File: src/rtl/parc_core_reorder_buffer_if.sv
// parc_core_reorder_buffer_if: allocate/fill/commit bus between the pipeline and the reorder buffer.
// Squash signals exist only when PARC_ROB_SQUASH_EN is defined.
interface parc_core_reorder_buffer_if;
   logic       rob_alloc_req_val;
   logic       rob_alloc_req_rdy;
   logic [4:0] rob_alloc_req_preg;
   logic [3:0] rob_alloc_resp_slot;
   logic       rob_fill_val;
   logic [3:0] rob_fill_slot;
   logic       rob_commit_wen;
   logic [3:0] rob_commit_slot;
   logic [4:0] rob_commit_rf_waddr;
   logic       rob_commit_rf_wen;
`ifdef PARC_ROB_SQUASH_EN
   logic       rob_squash_val;
   logic [3:0] rob_squash_slot;
   modport master (
      output rob_alloc_req_val, rob_alloc_req_preg, rob_fill_val, rob_fill_slot,
             rob_squash_val, rob_squash_slot,
      input  rob_alloc_req_rdy, rob_alloc_resp_slot, rob_commit_wen, rob_commit_slot,
             rob_commit_rf_waddr, rob_commit_rf_wen
   );
   modport slave (
      input  rob_alloc_req_val, rob_alloc_req_preg, rob_fill_val, rob_fill_slot,
             rob_squash_val, rob_squash_slot,
      output rob_alloc_req_rdy, rob_alloc_resp_slot, rob_commit_wen, rob_commit_slot,
             rob_commit_rf_waddr, rob_commit_rf_wen
   );
`else
   modport master (
      output rob_alloc_req_val, rob_alloc_req_preg, rob_fill_val, rob_fill_slot,
      input  rob_alloc_req_rdy, rob_alloc_resp_slot, rob_commit_wen, rob_commit_slot,
             rob_commit_rf_waddr, rob_commit_rf_wen
   );
   modport slave (
      input  rob_alloc_req_val, rob_alloc_req_preg, rob_fill_val, rob_fill_slot,
      output rob_alloc_req_rdy, rob_alloc_resp_slot, rob_commit_wen, rob_commit_slot,
             rob_commit_rf_waddr, rob_commit_rf_wen
   );
`endif
endinterface

File: src/rtl/parc_core_reorder_buffer.sv
// parc_core_reorder_buffer: 16-entry in-order-commit reorder buffer.
// Define PARC_ROB_SQUASH_EN to add squash support (squashed entries retire without a register write).
module parc_core_reorder_buffer (
   input logic clk,
   input logic reset,
   parc_core_reorder_buffer_if.slave rob
);
   logic [15:0] valid, pending;
   logic [4:0]  preg [16];
   logic [3:0]  head, tail;
   logic [4:0]  count;
   logic        alloc, commit;
`ifdef PARC_ROB_SQUASH_EN
   logic [15:0] squashed;
`endif
   assign rob.rob_alloc_req_rdy   = count < 5'd16;
   assign rob.rob_alloc_resp_slot = tail;
   assign alloc                   = rob.rob_alloc_req_val && rob.rob_alloc_req_rdy;
   assign commit                  = valid[head] && !pending[head];
   assign rob.rob_commit_wen      = commit;
   assign rob.rob_commit_slot     = head;
   assign rob.rob_commit_rf_waddr = preg[head];
`ifdef PARC_ROB_SQUASH_EN
   assign rob.rob_commit_rf_wen   = commit && !squashed[head];
`else
   assign rob.rob_commit_rf_wen   = commit;
`endif
   // Fill/squash first, then commit, then alloc: later writes win if slots ever coincide.
   always_ff @(posedge clk) begin
      if (reset) begin
         head    <= '0;
         tail    <= '0;
         count   <= '0;
         valid   <= '0;
         pending <= '0;
         preg    <= '{default: '0};
`ifdef PARC_ROB_SQUASH_EN
         squashed <= '0;
`endif
      end else begin
         if (rob.rob_fill_val && valid[rob.rob_fill_slot])
            pending[rob.rob_fill_slot] <= 1'b0;
`ifdef PARC_ROB_SQUASH_EN
         if (rob.rob_squash_val && valid[rob.rob_squash_slot]) begin
            pending[rob.rob_squash_slot]  <= 1'b0;
            squashed[rob.rob_squash_slot] <= 1'b1;
         end
`endif
         if (commit) begin
            valid[head]   <= 1'b0;
            pending[head] <= 1'b0;
            head          <= head + 4'd1;
         end
         if (alloc) begin
            valid[tail]   <= 1'b1;
            pending[tail] <= 1'b1;
            preg[tail]    <= rob.rob_alloc_req_preg;
            tail          <= tail + 4'd1;
`ifdef PARC_ROB_SQUASH_EN
            squashed[tail] <= 1'b0;
`endif
         end
         count <= count + 5'(alloc) - 5'(commit);
      end
   end
endmodule

File: src/flat_wrapper.sv
// flat-port wrapper written by rule: the top's interface ports become plain ports
module parc_core_reorder_buffer_flat 
  (clk, reset, rob_rob_alloc_req_val, rob_rob_alloc_req_preg, rob_rob_fill_val, rob_rob_fill_slot, rob_rob_alloc_req_rdy, rob_rob_alloc_resp_slot, rob_rob_commit_wen, rob_rob_commit_slot, rob_rob_commit_rf_waddr, rob_rob_commit_rf_wen);
  parc_core_reorder_buffer_if rob_i ();
  input logic clk;
  input logic reset;
  input wire logic [$bits(rob_i.rob_alloc_req_val)-1:0] rob_rob_alloc_req_val;
  input wire logic [$bits(rob_i.rob_alloc_req_preg)-1:0] rob_rob_alloc_req_preg;
  input wire logic [$bits(rob_i.rob_fill_val)-1:0] rob_rob_fill_val;
  input wire logic [$bits(rob_i.rob_fill_slot)-1:0] rob_rob_fill_slot;
  output wire logic [$bits(rob_i.rob_alloc_req_rdy)-1:0] rob_rob_alloc_req_rdy;
  output wire logic [$bits(rob_i.rob_alloc_resp_slot)-1:0] rob_rob_alloc_resp_slot;
  output wire logic [$bits(rob_i.rob_commit_wen)-1:0] rob_rob_commit_wen;
  output wire logic [$bits(rob_i.rob_commit_slot)-1:0] rob_rob_commit_slot;
  output wire logic [$bits(rob_i.rob_commit_rf_waddr)-1:0] rob_rob_commit_rf_waddr;
  output wire logic [$bits(rob_i.rob_commit_rf_wen)-1:0] rob_rob_commit_rf_wen;
  assign rob_i.rob_alloc_req_val = rob_rob_alloc_req_val;
  assign rob_i.rob_alloc_req_preg = rob_rob_alloc_req_preg;
  assign rob_i.rob_fill_val = rob_rob_fill_val;
  assign rob_i.rob_fill_slot = rob_rob_fill_slot;
  assign rob_rob_alloc_req_rdy = rob_i.rob_alloc_req_rdy;
  assign rob_rob_alloc_resp_slot = rob_i.rob_alloc_resp_slot;
  assign rob_rob_commit_wen = rob_i.rob_commit_wen;
  assign rob_rob_commit_slot = rob_i.rob_commit_slot;
  assign rob_rob_commit_rf_waddr = rob_i.rob_commit_rf_waddr;
  assign rob_rob_commit_rf_wen = rob_i.rob_commit_rf_wen;
  parc_core_reorder_buffer u_core (.clk(clk), .reset(reset), .rob(rob_i));
endmodule
File: config.mk
export PLATFORM = sky130hd
export DESIGN_NAME = parc_core_reorder_buffer_flat
export DESIGN_NICKNAME = d
export VERILOG_FILES = /design/src/rtl/parc_core_reorder_buffer_if.sv /design/src/rtl/parc_core_reorder_buffer.sv /design/src/flat_wrapper.sv
export SDC_FILE = /design/constraint.sdc
export NUM_CORES = 1
export LEC_CHECK = 0
export ABC_CLOCK_PERIOD_IN_PS = 9100
export BUFFER_PORTS_ARGS = -buffer_cell sky130_fd_sc_hd__buf_2
export CORE_ASPECT_RATIO = 1.2
export CORE_MARGIN = 1.5
export CORE_UTILIZATION = 45
export CTS_BUF_LIST = sky130_fd_sc_hd__clkbuf_8 sky130_fd_sc_hd__clkbuf_16
export DETAILED_ROUTE_END_ITERATION = 7
export SLEW_MARGIN = 40
export SYNTH_ARGS = -nofsm -noshare
export SYNTH_HDL_FRONTEND = slang
export SYNTH_SLANG_ARGS = --single-unit
File: constraint.sdc
create_clock -name clk -period 9.1 [get_ports clk]
set_input_delay 0.455 -clock clk [delete_from_list [all_inputs] [get_ports clk]]
set_output_delay 0.455 -clock clk [all_outputs]
set_load 0.02 [all_outputs]
Word-level counts from Yosys, hierarchy flattened

Cells that the tools add are included.
W data, S select, Z words.

$add $sub $neg: 4
Magnitude comparators: 10
Mux-type cells: 26
Bitwise logic cells: 9
Reduce and logical (&&, ||, !) cells: 8

Operator list:

| operator              | count |
|---|---|
| $mux W16              | 8 |
| $bwmux W80            | 1 |
| $and A16 B16 Y16      | 3 |
| $not A16 Y16          | 2 |
| $or A16 B16 Y16       | 2 |
| $bmux W5 S4           | 1 |
| $demux W5 S4          | 1 |
| $lt A4 B5 Y1 const B  | 3 |
| $mux W5               | 3 |
| $bmux W1 S4           | 3 |
| $demux W1 S4          | 3 |
| $ge A4 B1 Y1 const B  | 3 |
| $ge A5 B5 Y1 const B  | 2 |
| $not A4 Y5            | 2 |
| $add A4 B1 Y4 const B | 2 |
| $logic_and A1 B1 Y1   | 7 |
| $mux W1               | 6 |
| $add A5 B1 Y5         | 1 |
| $lt A5 B1 Y1 const B  | 1 |
| $lt A5 B5 Y1 const B  | 1 |
| $sub A5 B1 Y5         | 1 |
| $logic_not A1 Y1      | 1 |

Bits in registers: 125
Bits of input ports: 13
Output and inout bits: 16
Logic and storage cells: 78

Logic depth before layout (Yosys ltp)

Word-level depth: 13
Mapped depth: 15
Gate-level depth less buffers: 13

Least setup slack after synthesis

Ideal clock, no wire load.

Path kind: register to register
Start: reg u_core.head[1] (netlist: u_core.rob.rob_commit_slot[1])
End: reg u_core.count[4]
Setup time: 128 ps
Data arrival time: 3395 ps
Data required time: 8972 ps
Slack: 5578 ps
Stages on the path, launching flop included: 16
Buffers on the path: 2
Clock period less this slack: 3522 ps
Cells stage by stage: dfxtp_1 > buf_6 > buf_6 > mux4_2 > mux2i_2 > nor3_2 > nor2_1 > inv_1 > ha_1 > inv_1 > ha_1 > fa_1 > a21o_1 > a21oi_1 > xnor2_1 > nor2_1

Cells in the longest elaborated chain, start to end: 5
Elaborated cells on any way between the ends: 7
Those cells by class: 1 x add/sub; 4 x mux; 2 x reduce/logical

RTL lines:

| what                          | line                           | RTL |
|---|---|---|
| from (decl)                   | parc_core_reorder_buffer.sv:10 | `logic [3:0] head, tail;` |
| from (signal assigned)        | parc_core_reorder_buffer.sv:52 | `head <= head + 4'd1;` |
| $bmux W1 S4                   | parc_core_reorder_buffer.sv:19 | `assign commit = valid[head] && !pending[head];` |
| $mux W1 (not written as such) | parc_core_reorder_buffer.sv:19 |  |
| $logic_not A1 Y1              | parc_core_reorder_buffer.sv:19 |  |
| $logic_and A1 B1 Y1 (*)       | parc_core_reorder_buffer.sv:19 |  |
| net rob_rob_commit_rf_wen     | flat_wrapper.sv:16             | `output wire logic [$bits(rob_i.rob_commit_rf_wen)-1:0] rob_rob_commit_rf_wen;` |
| $sub A5 B1 Y5 (*)             | parc_core_reorder_buffer.sv:63 | `count <= count + 5'(alloc) - 5'(commit);` |
| to (signal assigned)          | parc_core_reorder_buffer.sv:63 |  |
| to (decl)                     | parc_core_reorder_buffer.sv:11 | `logic [4:0] count;` |

The timed path passes the listed nets; every way through them passes the cells marked *. The select of a mux whose other input is x is not followed.
A chain may end at the register's enable or synchronous reset.

Final worst setup path

Start: reg u_core.head[1] (netlist: u_core.rob.rob_commit_slot[1])
End: reg u_core.count[4]

Cells in the longest elaborated chain, start to end: 5
Elaborated cells on any way between the ends: 7
Those cells by class: 1 x add/sub; 4 x mux; 2 x reduce/logical

RTL lines:

| what                          | line |
|---|---|
| $bmux W1 S4                   | parc_core_reorder_buffer.sv:19 |
| $mux W1 (not written as such) | parc_core_reorder_buffer.sv:19 |
| $logic_not A1 Y1              | parc_core_reorder_buffer.sv:19 |
| $logic_and A1 B1 Y1 (*)       | parc_core_reorder_buffer.sv:19 |
| $sub A5 B1 Y5 (*)             | parc_core_reorder_buffer.sv:63 |

Every way passes the cells marked *; elsewhere a longest branch is shown, timed or not. The select of a mux whose other input is x is not followed.

==> flow_summary.json <==
{
  "status": "complete, no violations",
  "setup_viol": 0,
  "io_buffer_count": 28,
  "crit_type": "reg -> reg",
  "worstMarginPinSlew_ns": 0.7035,
  "period_needed_ns": 3.668,
  "syn_inst": 574,
  "remaining_drc_errors": 0,
  "path_max_fanout": 35,
  "synth_largest_area_cell": "dfxtp_1",
  "comb_power_share": 0.164,
  "cts_max_level": 4,
  "synth-edff-count": 0,
  "cellPowerDensity_nw_per_um2": 236.7,
  "yosys-top-cells-area": "dfxtp_1 43%, mux2i_1 14%, mux4_2 12%",
  "start_util": 0.4600,
  "post_cts_resized": 0,
  "rows": 45,
  "yosys_warnings": 0,
  "synth_cell_types": 45,
  "max_slew_margin": 0.5305,
  "hold_viol_final": 0,
  "p_total_mw": 1.570,
  "maxCapViolCount": 0,
  "switchingPower_mw": 0.4172,
  "period_share": 0.4031,
  "hold_path.class": "reg -> reg",
  "clock_path_buffers": 2,
  "pwr-share-clk": 0.441,
  "antenna_found_initial": 0,
  "clock_skew_ns": 0.009851,
  "die_h_um": 127.7,
  "tns_ns": 0,
  "clkTransAtPathRegs_ns": 0.05,
  "seqPwrFrac": 0.395,
  "ant_nets": 0,
  "r2r_slack_ns": 5.43,
  "critPathArrivalTime_ns": 3.95,
  "route.vias.total": 4229,
  "synth_top_area_frac": 0.4294,
  "rsz0062_at_grt": "false",
  "fillCellCount": 1154,
  "antenna_cells": 0,
  "hold_depth": 2,
  "crit_path_start_kind": "flip-flop",
  "ir_drop_mv": 0.1227,
  "grt_pass1_vias": 4166,
  "fmax_mhz": 272.6,
  "grt_max_degree": 81,
  "coreArea_um2": 12670,
  "ctsHoldBuffers": 0,
  "drv_slew": 0,
  "dpl.hpwl_mm": 9.117,
  "gp_congestion": 0.8752,
  "internal_power_mw": 1.153,
  "cp-end-kind": "flip-flop",
  "place_area_um2": 6015,
  "drt_first_pass_iters": 4,
  "avgSynthCellArea_um2": 10.15,
  "numClockSinks": 125,
  "synth_nets": 601,
  "ys_seq_elements": 125,
  "async_reset_ff_frac": 0,
  "drive_gt1_frac": 0.1878,
  "grtUsageTotal": 0.2180,
  "ff2ff_path_depth": 13,
  "grt.overflow.total": 0,
  "yosysSeqAreaShare": 0.4294,
  "syn-cell-area_um2": 5828,
  "p_leak_nw": 2.816,
  "switching_share": 0.2656,
  "grt_pass1_wl_mm": 22.11,
  "whs_ns": 0.4712,
  "synth_flop_cell": "dfxtp_1",
  "wl_mm": 13.90,
  "dieArea_um2": 13650,
  "cts_tree": "built",
  "required_ns": 9.39,
  "root_buffer": "clkbuf_16",
  "cts_setup_buffers": 0,
  "io_pins": 29,
  "fp.dieW_um": 106.9,
  "cts_inserted_buffers": 17,
  "insertion_delay_ns": 0.42,
  "final_cell_area_um2": 6634,
  "vias_per_cell": 5.601,
  "wl_per_cell_um": 18.41,
  "num-nets-final": 605,
  "area_delta_synth_final_pct": 13.83,
  "drtIter0Drc": 278
}
==> cell families after synthesis <==
family,Yosys count,synth area share
and+or+nand+nor,180,0.1395
DFF,125,0.4294
muxes,119,0.2754
AOI/OAI and AO/OA,72,0.07278
buffers and inverters,57,0.04100
adders and majority gates,14,0.03134
xor gates and xnor gates,7,0.01052
==> path summary, 6_finish.rpt <==
kind | start | end
setup reg to reg | u_core.rob.rob_commit_slot[1] | u_core.count[4]
setup / recovery | u_core.rob.rob_commit_slot[1] | u_core.count[4]
hold / removal | u_core.valid[4] | u_core.valid[4]
hold reg to reg | u_core.valid[4] | u_core.valid[4]
==> power groups by stage <==
stage | combinational, mW | clock [mW] | sequential [mW]
floorplan | 0.225 | 0 | 0.602
global placement | 0.253 | 0 | 0.631
detailed placement | 0.258 | 0 | 0.632
CTS | 0.260 | 0.702 | 0.621
global route | 0.285 | 0.727 | 0.628
finish | 0.257 | 0.692 | 0.621
==> sequential cells by signal, summed over array words and instances (netlist names) <==
| signal | cells |
|---|---|
| u_core.preg | 80 |
| u_core.pending | 16 |
| u_core.valid | 16 |
| u_core.count | 5 |
| u_core.rob.rob_alloc_resp_slot | 4 |
| u_core.rob.rob_commit_slot | 4 |
==> stage by stage <==
step,setup slack (ns),util,std cells
finish,5.432,0.5237,755
global route,5.187,0.5237,755
CTS,5.390,0.5233,755
detailed placement,5.418,0.4748,723
global placement,5.194,0.4733,723
floorplan,5.578,-,574
==> cells in the final DEF, fill, tap and decap left out, types with 2 or more instances in the layout <==
cell type and count:
nand3b_1 2, clkbuf_16 17, xnor2_1 3, xor2_1 4, ha_1 13, nand4_1 6
bufinv_16 3, inv_1 16, or4_1 2, a21o_1 2, nor2_2 4, dfxtp_4 2
nor3_1 8, nor2_1 97, o31ai_1 2, o211ai_1 8, dfxtp_1 121, o21ai_0 4
o21ai_1 14, nand2b_1 7, mux2_1 3, dfxtp_2 2, o22ai_1 10, a21oi_1 24
o21a_1 7, or2_2 4, mux2i_1 81, nor2b_1 5, nand2_1 25, nand3_1 11
clkbuf_8 5, mux4_2 32, buf_2 27, clkinv_2 3
==> critical path, stage by stage (launching register included) <==
cell and delay [ns]:
dfxtp_4 0.69, mux4_2 0.58, mux2i_2 0.39, nor3_2 0.13, nor2_1 0.18, inv_1 0.09
ha_1 0.27, inv_1 0.04, ha_1 0.19, fa_1 0.40, a21o_1 0.19, a21oi_1 0.18
xnor2_1 0.14, nor2_1 0.05
==> final cells by class <==
cell class	instances	area, µm²	area share
multi-input cells	392	3099	0.4672
flip-flops and latches	125	2512	0.3787
clock buffers	22	494.2	0.07450
well taps	164	205.2	0.03093
repair buffers	29	153.9	0.02320
clock inverters	10	120.1	0.01811
inverters	13	48.80	0.007356
==> cell usage after synthesis (2+ instances only) <==
cell type / number
nand4_1: 6
a21oi_1: 24
buf_1: 2
nand3_1: 11
o22ai_1: 10
mux2_1: 3
mux4_2: 32
o21ai_1: 14
nor2_1: 101
xnor2_1: 3
o211ai_1: 8
clkbuf_1: 34
xor2_1: 4
nand2b_1: 7
inv_1: 12
a21o_1: 2
ha_1: 13
o21a_1: 7
or4_1: 2
buf_2: 5
o31ai_1: 2
nor3_1: 8
nor2b_1: 6
mux2i_1: 81
nand2_1: 25
nand3b_1: 2
dfxtp_1: 125
buf_6: 2
o21ai_0: 4
or2_2: 4
==> routing by layer <==
metal | share of wire | track usage | vias to the layer above
li1 | - | - | 2027
met3 | 0.042 | 0.05338 | 23
met2 | 0.50 | 0.3548 | 99
met4 | 0.021 | 0.1020 | 0
met1 | 0.44 | 0.2725 | 2080
met5 | 0 | 0 | -
No activity file was read; power rests on OpenSTA's default activity.
